`src/rtl/nexys_starship_gc.sv`:
```
// Purpose : top-level game controller for Nexys Starship (IDLE/PLAY/OVER flow, monster hold/kill, spawning, score).
// Latency : state, play_flag, gameover_ctrl, score, monster_random update on the edge that samples the input; monster_ctrl is combinational.
// Backpress: none; button and tick inputs are single-cycle pulses consumed on the cycle they arrive.
//
// Ports:
//   Clk, Reset (async, active-low)
//   BtnC/U/D/L/R      debounced one-cycle button pulses
//   spawn_tick        slow tick enable, one Clk cycle wide
//   monster_sm[3:0]   monster present per direction {right,left,bottom,top}
//   monster_gameover  per-SM gameover flags, same order
//   play_flag         1 only in PLAY (registered)
//   monster_ctrl      hold(1)/kill(0) fed back to each monster SM (combinational)
//   monster_random    one-cycle spawn pulse per direction (registered)
//   gameover_ctrl     1 only in OVER (registered)
//   score             saturating hit counter
//   q_Idle/q_Play/q_Over  one-hot state view

module nexys_starship_gc #(
    parameter int          SPAWN_DIV = 4,
    parameter logic [15:0] LFSR_SEED = 16'hACE1
) (
    input  logic       Clk,
    input  logic       Reset,
    input  logic       BtnC,
    input  logic       BtnU,
    input  logic       BtnD,
    input  logic       BtnL,
    input  logic       BtnR,
    input  logic       spawn_tick,
    input  logic [3:0] monster_sm,
    input  logic [3:0] monster_gameover,
    output logic       play_flag,
    output logic [3:0] monster_ctrl,
    output logic [3:0] monster_random,
    output logic       gameover_ctrl,
    output logic [7:0] score,
    output logic       q_Idle,
    output logic       q_Play,
    output logic       q_Over
);

    typedef enum logic [1:0] {
        S_IDLE = 2'b00,
        S_PLAY = 2'b01,
        S_OVER = 2'b10
    } state_e;

    // Right-shifting Galois form of x^16+x^14+x^13+x^11+1.
    localparam logic [15:0] LFSR_MASK = 16'hB400;
    localparam logic [7:0]  DIV_LAST  = 8'(SPAWN_DIV - 1);

    state_e      state_q, state_d;
    logic        play_flag_q, play_flag_d;
    logic        gameover_q, gameover_d;
    logic [7:0]  score_q, score_d;
    logic [15:0] lfsr_q, lfsr_d;
    logic [7:0]  div_q, div_d;
    logic [3:0]  rand_q, rand_d;

    logic [3:0]  btn;
    logic        in_play;
    logic        any_go;
    logic [3:0]  hit_vec;
    logic [2:0]  hit_cnt;
    logic [8:0]  score_sum;
    logic        wrap;
    logic [1:0]  spawn_dir;
    logic        spawn_ok;

    assign btn     = {BtnR, BtnL, BtnD, BtnU};
    assign in_play = (state_q == S_PLAY);
    assign any_go  = |monster_gameover;

    // ------------------------------------------------------------------
    // State register and next-state logic
    // ------------------------------------------------------------------
    always_ff @(posedge Clk or negedge Reset) begin
        if (!Reset) begin
            state_q <= S_IDLE;
        end else begin
            state_q <= state_d;
        end
    end

    always_comb begin
        state_d = state_q;
        case (state_q)
            S_IDLE:  if (BtnC)   state_d = S_PLAY;
            S_PLAY:  if (any_go) state_d = S_OVER;
            S_OVER:  if (BtnC)   state_d = S_IDLE;
            default:             state_d = S_IDLE;
        endcase
    end

    assign q_Idle = (state_q == S_IDLE);
    assign q_Play = in_play;
    assign q_Over = (state_q == S_OVER);

    // Registered flags track the state being entered, so they change on
    // the same edge as the state itself.
    assign play_flag_d = (state_d == S_PLAY);
    assign gameover_d  = (state_d == S_OVER);

    // A pressed direction drops its hold for this cycle; the SM copies ctrl
    // on the next edge and clears the monster.
    assign monster_ctrl = {4{in_play}} & monster_sm & ~btn;

    // ------------------------------------------------------------------
    // Score: popcount of hits, saturating at 255
    // ------------------------------------------------------------------
    assign hit_vec   = {4{in_play}} & btn & monster_sm;
    assign hit_cnt   = {2'b00, hit_vec[0]} + {2'b00, hit_vec[1]}
                     + {2'b00, hit_vec[2]} + {2'b00, hit_vec[3]};
    assign score_sum = {1'b0, score_q} + {6'b000000, hit_cnt};

    always_comb begin
        score_d = score_q;
        if (q_Idle && BtnC) begin
            score_d = 8'd0;
        end else if (in_play && !any_go) begin
            // Gameover wins over a same-cycle hit.
            score_d = score_sum[8] ? 8'hFF : score_sum[7:0];
        end
    end

    // ------------------------------------------------------------------
    // LFSR: free-running in every state
    // ------------------------------------------------------------------
    assign lfsr_d = {1'b0, lfsr_q[15:1]} ^ (lfsr_q[0] ? LFSR_MASK : 16'h0000);

    // ------------------------------------------------------------------
    // Spawn divider and spawn pulse
    // ------------------------------------------------------------------
    assign wrap      = in_play && spawn_tick && (div_q == DIV_LAST);
    assign spawn_dir = lfsr_q[1:0];
    // An occupied direction (including one being shot this cycle, which is
    // still present) swallows the attempt; so does a same-cycle gameover.
    assign spawn_ok  = wrap && !any_go && !monster_sm[spawn_dir];

    always_comb begin
        div_d = div_q;
        if (!in_play) begin
            div_d = 8'd0;
        end else if (spawn_tick) begin
            div_d = wrap ? 8'd0 : div_q + 8'd1;
        end
    end

    assign rand_d = spawn_ok ? (4'b0001 << spawn_dir) : 4'b0000;

    // ------------------------------------------------------------------
    // Datapath registers
    // ------------------------------------------------------------------
    always_ff @(posedge Clk or negedge Reset) begin
        if (!Reset) begin
            play_flag_q <= 1'b0;
            gameover_q  <= 1'b0;
            score_q     <= 8'd0;
            lfsr_q      <= LFSR_SEED;
            div_q       <= 8'd0;
            rand_q      <= 4'b0000;
        end else begin
            play_flag_q <= play_flag_d;
            gameover_q  <= gameover_d;
            score_q     <= score_d;
            lfsr_q      <= lfsr_d;
            div_q       <= div_d;
            rand_q      <= rand_d;
        end
    end

    assign play_flag      = play_flag_q;
    assign gameover_ctrl  = gameover_q;
    assign score          = score_q;
    assign monster_random = rand_q;

endmodule

```
`config.mk`:
```
export PLATFORM = sky130hd
export DESIGN_NAME = nexys_starship_gc
export DESIGN_NICKNAME = d
export VERILOG_FILES = /design/src/rtl/nexys_starship_gc.sv
export SDC_FILE = /design/constraint.sdc
export NUM_CORES = 1
export LEC_CHECK = 0
export BUFFER_PORTS_ARGS = -buffer_cell sky130_fd_sc_hd__buf_2
export CORE_ASPECT_RATIO = 1.25
export CORE_MARGIN = 5
export CORE_UTILIZATION = 30
export DETAILED_ROUTE_END_ITERATION = 10
export GPL_ROUTABILITY_DRIVEN = 0
export PLACE_DENSITY = 0.46
export SLEW_MARGIN = 20
export SYNTH_ARGS = -nofsm -noshare
export SYNTH_HDL_FRONTEND = slang
export SYNTH_SLANG_ARGS = --single-unit
export TNS_END_PERCENT = 1
```
`constraint.sdc`:
```
create_clock -name Clk -period 9.2 [get_ports Clk]
set_input_delay 0.46 -clock Clk [delete_from_list [all_inputs] [get_ports Clk]]
set_output_delay 0.46 -clock Clk [all_outputs]
set_load 0.05 [all_outputs]
```
==> out/results.tsv <==
stage	metric	value	unit
detailed_routing	post-route ant nets	0	
floorplanning	die area	7630	sq um
synth	synth unique cells	41	
clocking	hold_buf cts	0	
synth	ys async rst share	100	%
cells_and_area	layout overhead on the synthesized area	21.0	%
cells_and_area	final core occ	37.3	%
synth	most frequent cell after synthesis	dfrtp_1	
sta	Setup Viol. Count Final	0	
critical_path	Critical Path Start Type	register	
sta	Hold Fails Final Rpt	0	
power_and_ir_drop	PD cells	210	nW/um^2
critical_path	worst r2r src	state_q[1]	
sta	Clock Skews	0.00374	ns
sta	Worst Tran Pin Value	0.873	ns
detailed_routing	Starting DRT DRC Count	45	
floorplanning	Core Area	5820	sq um
clocking	Reg clk slew, reported paths	0.08	ns
clocking	CTS tree	built	
detailed_routing	WL final	3990	um
power_and_ir_drop	Power Total	0.000455	W
synth	top area cells in the synthesized netlist	dfrtp_1, dfstp_2, fa_1	
detailed_routing	routed vias/inst	5.06	
cells_and_area	multi-input logic area	724	sq um
synth	Avg Synthesized Cell Area	11.1	sq um
sta	Fmax achieved	301	MHz
sta	crit path time final	3.33	ns
synth	number of synthesized flops with an enable pin	0	
synth	Synth Instances	161	
placement	Detailed Place HPWL	3010	um
floorplanning	DIE HEIGHT	96.4	um
power_and_ir_drop	maximum vdd drop	0.0780	mV
cells_and_area	Final Cell Area	2170	sq um
critical_path	Crit. Startpoint	state_q[1]	
detailed_routing	drt pass-1 iters	4	
global_route	GRT Util Overall	11.6	%
cells_and_area	Ant. Diodes	0	
cells_and_area	number of fillers in the final layout	600	
floorplanning	initial core utilization	30.8	%
clocking	Num CTS Buffers	5	
sta	Slew Viols, Final	0	
synth	top_reg_cell synth	dfrtp_1	
global_route	first-pass GRT wire length	6860	um
floorplanning	I/O Pins	37	
clocking	# H-tree levels	2	
clocking	TritonCTS sink count	40	
critical_path	CP required	9.41	ns
clocking	Clk Latency, worst-skew pair	0.29	ns
critical_path	CP Capture Type	register	
clocking	CTS Root Cell	clkbuf_8	
worst_hold_path	HP Class	input pin to async pin	
synth	synthesized net count	182	
cells_and_area	Final #Nets	223	
detailed_routing	Routed WL per cell	14.8	um
synth	post-synthesis sequential area ratio	56.4	%
critical_path	Crit Path Class	register to register	
flow_run	maximum capacitance violations	0	
clocking	Post-CTS Resized	0	
clocking	Max clock buf depth	2	
global_route	initial antenna violation count	0	
synth	post-synth top area share	44.7	%
placement	Post-DP Area	2050	sq um
synth	leading area contributor after synthesis	dfrtp_1	
global_route	largest net degree at the start of global routing	41	
placement	I/O Buffers	36	
synth	Ys Warns	0	
global_route	vias in the first global route	1438	
floorplanning	Die Wd	79.1	um
synth	top cells by count, synth	dfrtp_1, nand2_1, inv_1	
sta	unrepaired setup endpoints after global routing	no	
power_and_ir_drop	LEAKAGE	1.07	nW
status	run status	completed	
critical_path	critical path fanouts, max	15	
placement	placed cell count	261	
global_route	grt ovf	0	
floorplanning	FP Rows	31	
detailed_routing	via count	1361	
cells_and_area	share of layout cells above drive strength 1	30.5	%
sta	Slew Limit Headroom	41.8	%
sta	fin crit share	36.2	%
sta	setup TNS	0	ns
critical_path	worst path arrival time	3.54	ns
cells_and_area	sequential cell area	1010	sq um
cells_and_area	fin cells	269	
synth	Yosys reg bits	40	
synth	post-synthesis cell area	1790	sq um
detailed_routing	drc violations	0	
clocking	Setup Fix Bufs, Post-CTS	0	
[path summary, 6_finish.rpt]
check,end,slack (ns),cells past startpoint
max,score[1],5.87,11
min,div_q[6],0.28,1
max reg2reg,score[1],5.87,11
min reg2reg,lfsr_q[1],0.35,0
max in group asynchronous,lfsr_q[9],8.38,1
min in group Clk,lfsr_q[1],0.35,0
[registers in the layout (all words and copies together) (netlist names)]
signal and count:
monster_random 4, score 8, play_flag 1, div_q 8
lfsr_q 16, gameover_ctrl 1, state_q 2
[power by group]
| group | leakage [nW] | total (W) | switching, W | internal (W) |
|---|---|---|---|---|
| sequential | 0.524 | 0.000191 | 0.00000618 | 0.000185 |
| clock | 0.0614 | 0.000151 | 0.0000625 | 0.0000887 |
| combinational | 0.480 | 0.000112 | 0.0000847 | 0.0000277 |
[cells in the final DEF (no fill, tap or decap), types with 2 or more instances in the layout]
| cell | count |
|---|---|
| buf_2 | 36 |
| fa_1 | 3 |
| and4_1 | 2 |
| xor2_1 | 4 |
| nand3_1 | 10 |
| a211o_1 | 2 |
| or3b_2 | 2 |
| o31a_1 | 2 |
| clkbuf_8 | 6 |
| dfrtp_1 | 32 |
| nor2b_1 | 5 |
| and4bb_2 | 2 |
| o21ai_0 | 11 |
| nand2_1 | 14 |
| a22o_1 | 3 |
| nor2_1 | 11 |
| nor3_1 | 3 |
| o22a_1 | 2 |
| a21oi_1 | 7 |
| dfstp_2 | 8 |
| o2bb2ai_1 | 2 |
| inv_1 | 13 |
| ha_1 | 2 |
[stage by stage]
stage          setup slack (ns)  hold WS [ns]
3_3_place_gp               6.00         0.337
6_report                   5.87         0.280
4_1_cts                    5.84         0.320
3_5_place_dp               5.85         0.338
2_1_floorplan              5.57         0.164
5_1_grt                    5.67         0.363
[worst max-delay path, stage by stage (launching register included)]
cell and delay (ns):
dfrtp_1 0.40, nand2b_1 0.24, inv_1 0.41, nand3_1 0.17
fa_1 0.51, fa_1 0.44, inv_1 0.08, fa_1 0.22
nand4_1 0.14, or2_2 0.36, nor2b_1 0.14, o21ai_0 0.13
[cell type report]
cell class / instances / share of cell area (%)
clock buffers: 6 / 3.81
well taps: 66 / 3.81
repair buffers: 36 / 8.31
inverters: 13 / 2.25
clock inverters: 2 / 1.79
flip-flops and latches: 40 / 46.6
multi-input cells: 106 / 33.4
[logic make-up after synthesis]
family                   count (synthesis)  share of synthesized area [%]
AO/OA/AOI/OAI                           35                           13.9
XOR/XNOR                                 4                           1.96
adder cells (fa/ha/maj)                  5                           4.75
buffers and inverters                   15                           3.14
flip-flops                              40                           56.4
multiplexers                             1                          0.559
AND/OR/NAND/NOR                         61                           19.3
[metal layers]
metal  GRT usage, %  wire length (um)
met5              0                 0
met4           4.30                68
met3           3.34               231
met2           18.9              1860
met1           14.6              1830
Power figures use the tool's default switching activity.
